**src/rtl/eth_avalon_txdma_fetch.sv**
```systemverilog
// Avalon-MM pipelined read master that copies one transmit buffer into the
// 36-bit TX DMA FIFO, with credit-based flow control against the FIFO fill level.
module eth_avalon_txdma_fetch #(
  parameter int FIFO_DEPTH = 1024,
  parameter int FIFO_AW    = 10,
  parameter int MAX_PEND   = 4,
  parameter int MARGIN     = 4,
  parameter int LEN_W      = 16
) (
  input  logic               clk,
  input  logic               reset_n,
  input  logic               start,
  input  logic [31:0]        start_addr,
  input  logic [LEN_W-1:0]   start_len,
  input  logic               abort,
  output logic               busy,
  output logic               done,
  output logic               aborted,
  output logic [31:0]        av_address,
  output logic               av_read,
  input  logic               av_waitrequest,
  input  logic [31:0]        av_readdata,
  input  logic               av_readdatavalid,
  output logic [35:0]        fifo_data,
  output logic               fifo_wrreq,
  input  logic [FIFO_AW-1:0] fifo_wrusedw,
  input  logic               fifo_wrfull,
  output logic [1:0]         dbg_state
);

  typedef enum logic [1:0] {S_IDLE, S_REQ, S_DRAIN, S_FIN} state_t;

  localparam int CW = FIFO_AW + 1;

  state_t           state, state_nxt;
  logic [31:0]      addr_q;
  logic [LEN_W-1:0] words_q, issued_q, rcvd_q, words_start;
  logic [LEN_W:0]   len_plus3;
  logic [1:0]       last_bc_q;
  logic [3:0]       pend_q;
  logic             abort_q, stall_q;
  logic [CW-1:0]    credit;
  logic             credit_ok, abort_now, can_issue, accept, rvalid, active;
  logic             sop, eop;

  assign len_plus3   = {1'b0, start_len} + (LEN_W+1)'(3);
  assign words_start = {1'b0, len_plus3[LEN_W:2]};

  assign active    = (state == S_REQ) || (state == S_DRAIN);
  assign abort_now = abort_q || abort;
  // Sum is one bit wider than the fill level so it can never wrap.
  assign credit    = {1'b0, fifo_wrusedw} + CW'(pend_q) + CW'(1);
  assign credit_ok = credit <= CW'(FIFO_DEPTH - MARGIN);
  assign can_issue = (state == S_REQ) && !abort_now && (issued_q != words_q) &&
                     (pend_q < 4'(MAX_PEND)) && credit_ok && !fifo_wrfull;

  // Avalon read handshake: a request is accepted in a cycle where av_read is high
  // and av_waitrequest is low. Once raised, av_read and av_address stay put until
  // accepted, even if abort or the credit check would otherwise drop the request.
  assign av_read    = (state == S_REQ) && (stall_q || can_issue);
  assign accept     = av_read && !av_waitrequest;
  assign rvalid     = av_readdatavalid && active && (pend_q != 4'd0);
  assign av_address = addr_q;

  assign sop = (rcvd_q == '0);
  assign eop = ((rcvd_q + LEN_W'(1)) == words_q);

  assign busy      = (state != S_IDLE);
  assign done      = (state == S_FIN);
  assign aborted   = (state == S_FIN) && abort_q;
  assign dbg_state = state;

  always_comb begin
    state_nxt = state;
    case (state)
      S_IDLE:  if (start) state_nxt = (words_start == '0) ? S_FIN : S_REQ;
      S_REQ:   if (!(av_read && av_waitrequest) &&
                   (abort_now || ((issued_q + LEN_W'(accept)) == words_q)))
                 state_nxt = S_DRAIN;
      S_DRAIN: if (pend_q == 4'd0) state_nxt = S_FIN;
      S_FIN:   state_nxt = S_IDLE;
      default: state_nxt = S_IDLE;
    endcase
  end

  always_ff @(posedge clk or negedge reset_n) begin
    if (!reset_n) begin
      state      <= S_IDLE;
      addr_q     <= '0;
      words_q    <= '0;
      issued_q   <= '0;
      rcvd_q     <= '0;
      last_bc_q  <= '0;
      pend_q     <= '0;
      abort_q    <= 1'b0;
      stall_q    <= 1'b0;
      fifo_wrreq <= 1'b0;
      fifo_data  <= '0;
    end else begin
      state      <= state_nxt;
      stall_q    <= av_read && av_waitrequest;
      fifo_wrreq <= rvalid && !abort_now;
      if (state == S_IDLE) begin
        if (start) begin
          addr_q    <= {start_addr[31:2], 2'b00};
          words_q   <= words_start;
          issued_q  <= '0;
          rcvd_q    <= '0;
          last_bc_q <= start_len[1:0] - 2'd1;
          pend_q    <= '0;
          abort_q   <= 1'b0;
        end
      end else begin
        if (accept) begin
          addr_q   <= addr_q + 32'd4;
          issued_q <= issued_q + LEN_W'(1);
        end
        if (accept && !rvalid)      pend_q <= pend_q + 4'd1;
        else if (!accept && rvalid) pend_q <= pend_q - 4'd1;
        if (rvalid) begin
          rcvd_q    <= rcvd_q + LEN_W'(1);
          fifo_data <= {eop, sop, (eop ? last_bc_q : 2'd3), av_readdata};
        end
        if (active && abort) abort_q <= 1'b1;
      end
    end
  end

endmodule
```
**config.mk**
```make
export PLATFORM = sky130hd
export DESIGN_NAME = eth_avalon_txdma_fetch
export DESIGN_NICKNAME = d
export VERILOG_FILES = /design/src/rtl/eth_avalon_txdma_fetch.sv
export SDC_FILE = /design/constraint.sdc
export NUM_CORES = 1
export LEC_CHECK = 0
export CORE_UTILIZATION = 30
export DETAILED_ROUTE_END_ITERATION = 7
export PLACE_DENSITY = 0.65
export SETUP_SLACK_MARGIN = 0.05
export SLEW_MARGIN = 25
export SYNTH_ARGS = -nofsm -noshare
export SYNTH_HDL_FRONTEND = slang
export SYNTH_SLANG_ARGS = --single-unit
```
**constraint.sdc**
```tcl
create_clock -name clk -period 4.5 [get_ports clk]
set_input_delay 0.9 -clock clk [delete_from_list [all_inputs] [get_ports clk]]
set_output_delay 0.9 -clock clk [all_outputs]
set_load 0.1 [all_outputs]
```
==> impl_metrics.prom, run 1 <==
# TYPE chip_impl_metric gauge
chip_impl_metric{name="grt_start_max_net_pins",unit=""} 65
chip_impl_metric{name="power.density",unit="nW/um^2"} 747.0
chip_impl_metric{name="numPlacedInstances",unit=""} 1384
chip_impl_info{name="end_of_the_worst_register_to_register_path",value="dbg_state[1]$_DFFE_PN0P_"} 1
chip_impl_info{name="outcome",value="completed"} 1
chip_impl_metric{name="dpl.hpwl",unit="mm"} 16.27
chip_impl_metric{name="final_min_period_over_clock_period",unit="%"} 95.48
chip_impl_metric{name="num_antenna_cells",unit=""} 0
chip_impl_metric{name="cts-htree-levels",unit=""} 4
chip_impl_metric{name="synth_cell_types",unit=""} 71
chip_impl_metric{name="dieHeight",unit="um"} 161.5
chip_impl_metric{name="power_leakage",unit="nW"} 4.500
chip_impl_metric{name="final_instance_area",unit="um^2"} 10700
chip_impl_info{name="ctsRootBufferMaster",value="sky130_fd_sc_hd__clkbuf_16"} 1
chip_impl_info{name="mostFrequentLayoutCells",value="sky130_fd_sc_hd__nand2_1, sky130_fd_sc_hd__clkdlybuf4s50_1, sky130_fd_sc_hd__dfrtp_1, sky130_fd_sc_hd__o21ai_0, sky130_fd_sc_hd__buf_4"} 1
chip_impl_metric{name="drt-pass1-iter-count",unit=""} 5
chip_impl_info{name="hold_path_end",value="fifo_data[35]$_DFFE_PN0P_"} 1
chip_impl_metric{name="final_setup_slack_of_the_worst_path",unit="ns"} 0.2034
chip_impl_metric{name="worst_ir_drop_on_vdd",unit="mV"} 0.6570
chip_impl_metric{name="antenna_found_initial",unit=""} 0
chip_impl_metric{name="synth_sequential_area_ratio",unit="%"} 40.67
chip_impl_metric{name="viasPerCell",unit=""} 4.988
chip_impl_metric{name="fin_worst_hold_slack",unit="ns"} 0.4704
chip_impl_metric{name="hold_viol",unit=""} 0
chip_impl_metric{name="gpl.final_weighted_congestion",unit=""} 0.8829
chip_impl_metric{name="post_drt_wl_per_cell",unit="um"} 15.86
chip_impl_metric{name="max_freq",unit="MHz"} 232.7
chip_impl_metric{name="globalRouteOverflowTotal",unit=""} 0
chip_impl_metric{name="yosys_warnings",unit=""} 0
chip_impl_metric{name="global_route_wire_length_before_repair",unit="mm"} 36.93
chip_impl_metric{name="timing.critical_path.arrival",unit="ns"} 4.59
chip_impl_info{name="synth_ff_type",value="sky130_fd_sc_hd__dfrtp_1"} 1
chip_impl_info{name="regToRegStartpoint",value="issued_q[13]$_DFFE_PN0P_"} 1
chip_impl_metric{name="hold-path-cell-count",unit=""} 2
chip_impl_metric{name="final_layout_size_suffix_gt1_share",unit="%"} 12.52
chip_impl_info{name="layout_commonest_cell",value="sky130_fd_sc_hd__nand2_1"} 1
chip_impl_metric{name="crit_path_max_fanout",unit=""} 2
chip_impl_metric{name="required",unit="ns"} 4.80
chip_impl_metric{name="synth-edff-count",unit=""} 0
chip_impl_info{name="synth.largest_area_cell",value="sky130_fd_sc_hd__dfrtp_1"} 1
chip_impl_metric{name="finalSetupViolCount",unit=""} 0
chip_impl_metric{name="chipWidth",unit="um"} 161.5
chip_impl_metric{name="finish.cell_count_without_fillers",unit=""} 1426
chip_impl_metric{name="synthesis.instances",unit=""} 897
chip_impl_metric{name="antenna_left",unit=""} 0
chip_impl_metric{name="worst-path-buf-inv",unit=""} 4
chip_impl_metric{name="yosys.area.top_type_share",unit="%"} 40.67
chip_impl_metric{name="worst_slew_pin_slew",unit="ns"} 1.031
chip_impl_metric{name="report.final.slew_viol_count",unit=""} 0
chip_impl_metric{name="timing.reg2reg.setup_slack",unit="ns"} 0.24
chip_impl_metric{name="mappedNetlistArea",unit="um^2"} 7630
chip_impl_metric{name="areaGrowthSynthToFinish",unit="%"} 40.23
chip_impl_metric{name="cts.sinks",unit=""} 124
chip_impl_info{name="path_delay_family",value="simple AND/OR/NAND/NOR gates"} 1
chip_impl_metric{name="drcViolationCount",unit=""} 0
chip_impl_info{name="hold_path.class",value="flop to flop"} 1
chip_impl_metric{name="fillerInstances",unit=""} 2363
chip_impl_metric{name="routed-via-count",unit=""} 7113
chip_impl_metric{name="post_dp_cell_area",unit="um^2"} 9976
chip_impl_info{name="grt_setup_unrepaired",value="no"} 1
chip_impl_metric{name="cts-buffers-inserted",unit=""} 17
chip_impl_info{name="tritoncts",value="built"} 1
chip_impl_info{name="timing.hold.worst.start",value="fifo_data[35]$_DFFE_PN0P_"} 1
chip_impl_metric{name="cpPeakStageDelay",unit="ns"} 0.38
chip_impl_info{name="worstPathCellList",value="clkdlybuf4s15_1 -> ha_1 -> and2_4 -> nor3_2 -> nor4bb_4 -> nand2_2 -> a31oi_4 -> inv_2 -> ha_4 -> buf_4 -> buf_4 -> nand2_1 -> nor3_2 -> or3_1 -> a2111o_1 -> a211oi_2 -> a31oi_2 -> nor3_2 -> mux2_4"} 1
chip_impl_metric{name="bufs_on_longest_clock_path",unit=""} 2
chip_impl_metric{name="initial_core_util",unit="%"} 31.01
chip_impl_metric{name="postSynthAreaPerCell",unit="um^2"} 8.506
chip_impl_metric{name="port_buffers",unit=""} 167
chip_impl_info{name="timing.critical_path.to_type",value="flop"} 1
chip_impl_metric{name="synth_async_sr_flop_share",unit="%"} 100.0
chip_impl_metric{name="clock_latency",unit="ns"} 0.42
chip_impl_info{name="cp_common_cell",value="sky130_fd_sc_hd__nor3_2"} 1
chip_impl_metric{name="nets",unit=""} 1204
chip_impl_metric{name="fin_skew",unit="ns"} 0.01069
chip_impl_metric{name="flip_flop_and_latch_count_after_synthesis",unit=""} 124
chip_impl_metric{name="worst-r2r-cell-count",unit=""} 18
chip_impl_info{name="ys_top_cells_by_area",value="sky130_fd_sc_hd__dfrtp_1, sky130_fd_sc_hd__nand2_1, sky130_fd_sc_hd__xnor2_1"} 1
chip_impl_metric{name="dieArea",unit="um^2"} 26070
chip_impl_metric{name="number_of_global_route_vias_before_repair",unit=""} 6984
chip_impl_metric{name="track_usage",unit="%"} 17.80
chip_impl_metric{name="timing.slew.headroom",unit="%"} 31.08
chip_impl_metric{name="initialDrtViolationCount",unit=""} 390
chip_impl_metric{name="ios",unit=""} 172
chip_impl_metric{name="cap_viol_max_count",unit=""} 0
chip_impl_info{name="critical_path_class",value="input pin to flop"} 1
chip_impl_metric{name="floorplan.rows",unit=""} 57
chip_impl_metric{name="path_clk_slew",unit="ns"} 0.06
chip_impl_metric{name="pre_cts_ws",unit="ns"} -0.5744
chip_impl_metric{name="core-area",unit="um^2"} 24600
chip_impl_metric{name="period_needed",unit="ns"} 4.297
chip_impl_info{name="crit_path_top_delay_cell",value="sky130_fd_sc_hd__a2111o_1"} 1
chip_impl_info{name="critPathLaunchType",value="input pin"} 1
chip_impl_metric{name="detail_route.wirelength",unit="mm"} 22.61
[registers in the layout, summed over array words and instances, names as in the netlist, 2 cells and up]
register and flops:
av_address 30, dbg_state 2, fifo_data 36, last_bc_q 2, pend_q 4, words_q 15
issued_q 16, rcvd_q 16
[cells in the mapped netlist, types with 6 or more instances]
library cell	instances
sky130_fd_sc_hd__mux2i_1	8
sky130_fd_sc_hd__clkbuf_1	41
sky130_fd_sc_hd__xnor2_1	45
sky130_fd_sc_hd__o21ai_0	74
sky130_fd_sc_hd__nor2_1	45
sky130_fd_sc_hd__a21oi_1	38
sky130_fd_sc_hd__o22ai_1	10
sky130_fd_sc_hd__or3_1	7
sky130_fd_sc_hd__nand4_1	21
sky130_fd_sc_hd__nor4_1	6
sky130_fd_sc_hd__nor3_1	25
sky130_fd_sc_hd__a211oi_1	10
sky130_fd_sc_hd__xor2_1	40
sky130_fd_sc_hd__and3_1	24
sky130_fd_sc_hd__inv_1	17
sky130_fd_sc_hd__and4_1	6
sky130_fd_sc_hd__ha_1	17
sky130_fd_sc_hd__nand2_1	179
sky130_fd_sc_hd__o31ai_1	9
sky130_fd_sc_hd__a31oi_1	9
sky130_fd_sc_hd__dfrtp_1	124
sky130_fd_sc_hd__or4_1	7
sky130_fd_sc_hd__nand3_1	28
sky130_fd_sc_hd__and2_1	8
sky130_fd_sc_hd__nor2b_1	16
[power by group]
group / leakage (nW) / total [mW] / internal, mW / switching (mW)
logic: 2.67 / 4.79 / 1.38 / 3.41
clock network: 0.263 / 1.29 / 0.771 / 0.517
registers: 1.57 / 1.92 / 1.51 / 0.410
[area by class of cell]
| cell class | count | area (um^2) | area share (%) |
|---|---|---|---|
| Clock buffer | 21 | 450.4 | 4.210 |
| Clock inverter | 11 | 95.09 | 0.8888 |
| Inverter | 19 | 76.32 | 0.7134 |
| Multi-Input combinational cell | 705 | 4433 | 41.43 |
| Sequential cell | 124 | 3110 | 29.07 |
| Tap cell | 324 | 405.4 | 3.789 |
| Timing Repair Buffer | 222 | 2128 | 19.89 |
[worst reg2reg max path: cells and delay by family, from the launching register on]
kind / cells / cell delay [ns]
adders and majority gates: 1 / 0.17
AOI/OAI and AO/OA: 5 / 0.93
DFF: 1 / 0.44
muxes: 1 / 0.32
buffers and inverters: 4 / 0.49
xor gates and xnor gates: 1 / 0.22
and+or+nand+nor: 6 / 1.59
[repair_timing]
item / 4_1_cts / 5_1_grt
endpoints found under the setup margin: 2 / 2
gates resized for setup: 20 / 11
buffers inserted: 7 / 3
gates cloned: 0 / 0
pin swaps: 19 / 14
hold buffers: 0 / 0
hold endpoints to repair: 0 / 0
[worst max path at each step]
stage                             start                        to  slack (ns)  cells after the start
3_5_place_dp            fifo_wrusedw[3]  dbg_state[0]$_DFFE_PN0P_       -0.57                     18
4_1_cts        dbg_state[1]$_DFFE_PN0P_  dbg_state[0]$_DFFE_PN0P_        0.03                     18
2_1_floorplan                     abort  dbg_state[0]$_DFFE_PN0P_       -0.11                     16
5_1_grt                 fifo_wrusedw[1]  dbg_state[0]$_DFFE_PN0P_        0.03                     23
6_report                fifo_wrusedw[3]  dbg_state[1]$_DFFE_PN0P_        0.20                     19
3_3_place_gp            fifo_wrusedw[1]  dbg_state[1]$_DFFE_PN0P_       -0.44                     18
[per-layer routing]
metal	GRT usage, %	up-vias	wire (um)	part of all wire (%)
met5	0	-	0	0
met4	5.232	0	458	2.0
met3	4.083	27	1120	5.0
met2	30.15	171	10970	48
met1	22.51	3371	10070	45
li1	-	3544	-	-
[cells by family after synthesis]
family                     count (synthesis)  share of synthesized area [%]
AOI/OAI and AO/OA                        197                          16.53
xor gates and xnor gates                  85                          9.757
adders and majority gates                 18                          3.050
buffers and inverters                     69                          3.624
DFF                                      124                          40.67
muxes                                      9                          1.197
other                                      1                        0.04915
and+or+nand+nor                          394                          25.12
[metrics by stage]
step | total power [mW] | util, % | setup TNS, ns
after floorplan | 5.328 | - | -0.2078
after global placement | 6.594 | 40.54 | -0.8786
after detailed placement | 6.637 | 40.54 | -1.136
after CTS | 8.012 | 43.18 | 0
after global routing | 8.424 | 43.48 | 0
final | 7.993 | 43.48 | 0
Power figures use the tool's default switching activity.
==> inputs of run 2 (changes only) <==
--- a/config.mk
+++ b/config.mk
@@ -5,7 +5,9 @@
 export SDC_FILE = /design/constraint.sdc
 export NUM_CORES = 1
 export LEC_CHECK = 0
+export CAP_MARGIN = 5
 export CORE_UTILIZATION = 30
+export CTS_CLUSTER_SIZE = 10
 export DETAILED_ROUTE_END_ITERATION = 7
 export PLACE_DENSITY = 0.65
 export SETUP_SLACK_MARGIN = 0.05
==> results of run 2 <==
Same layout as run 1: the final DEF is identical, and so are final timing and power.
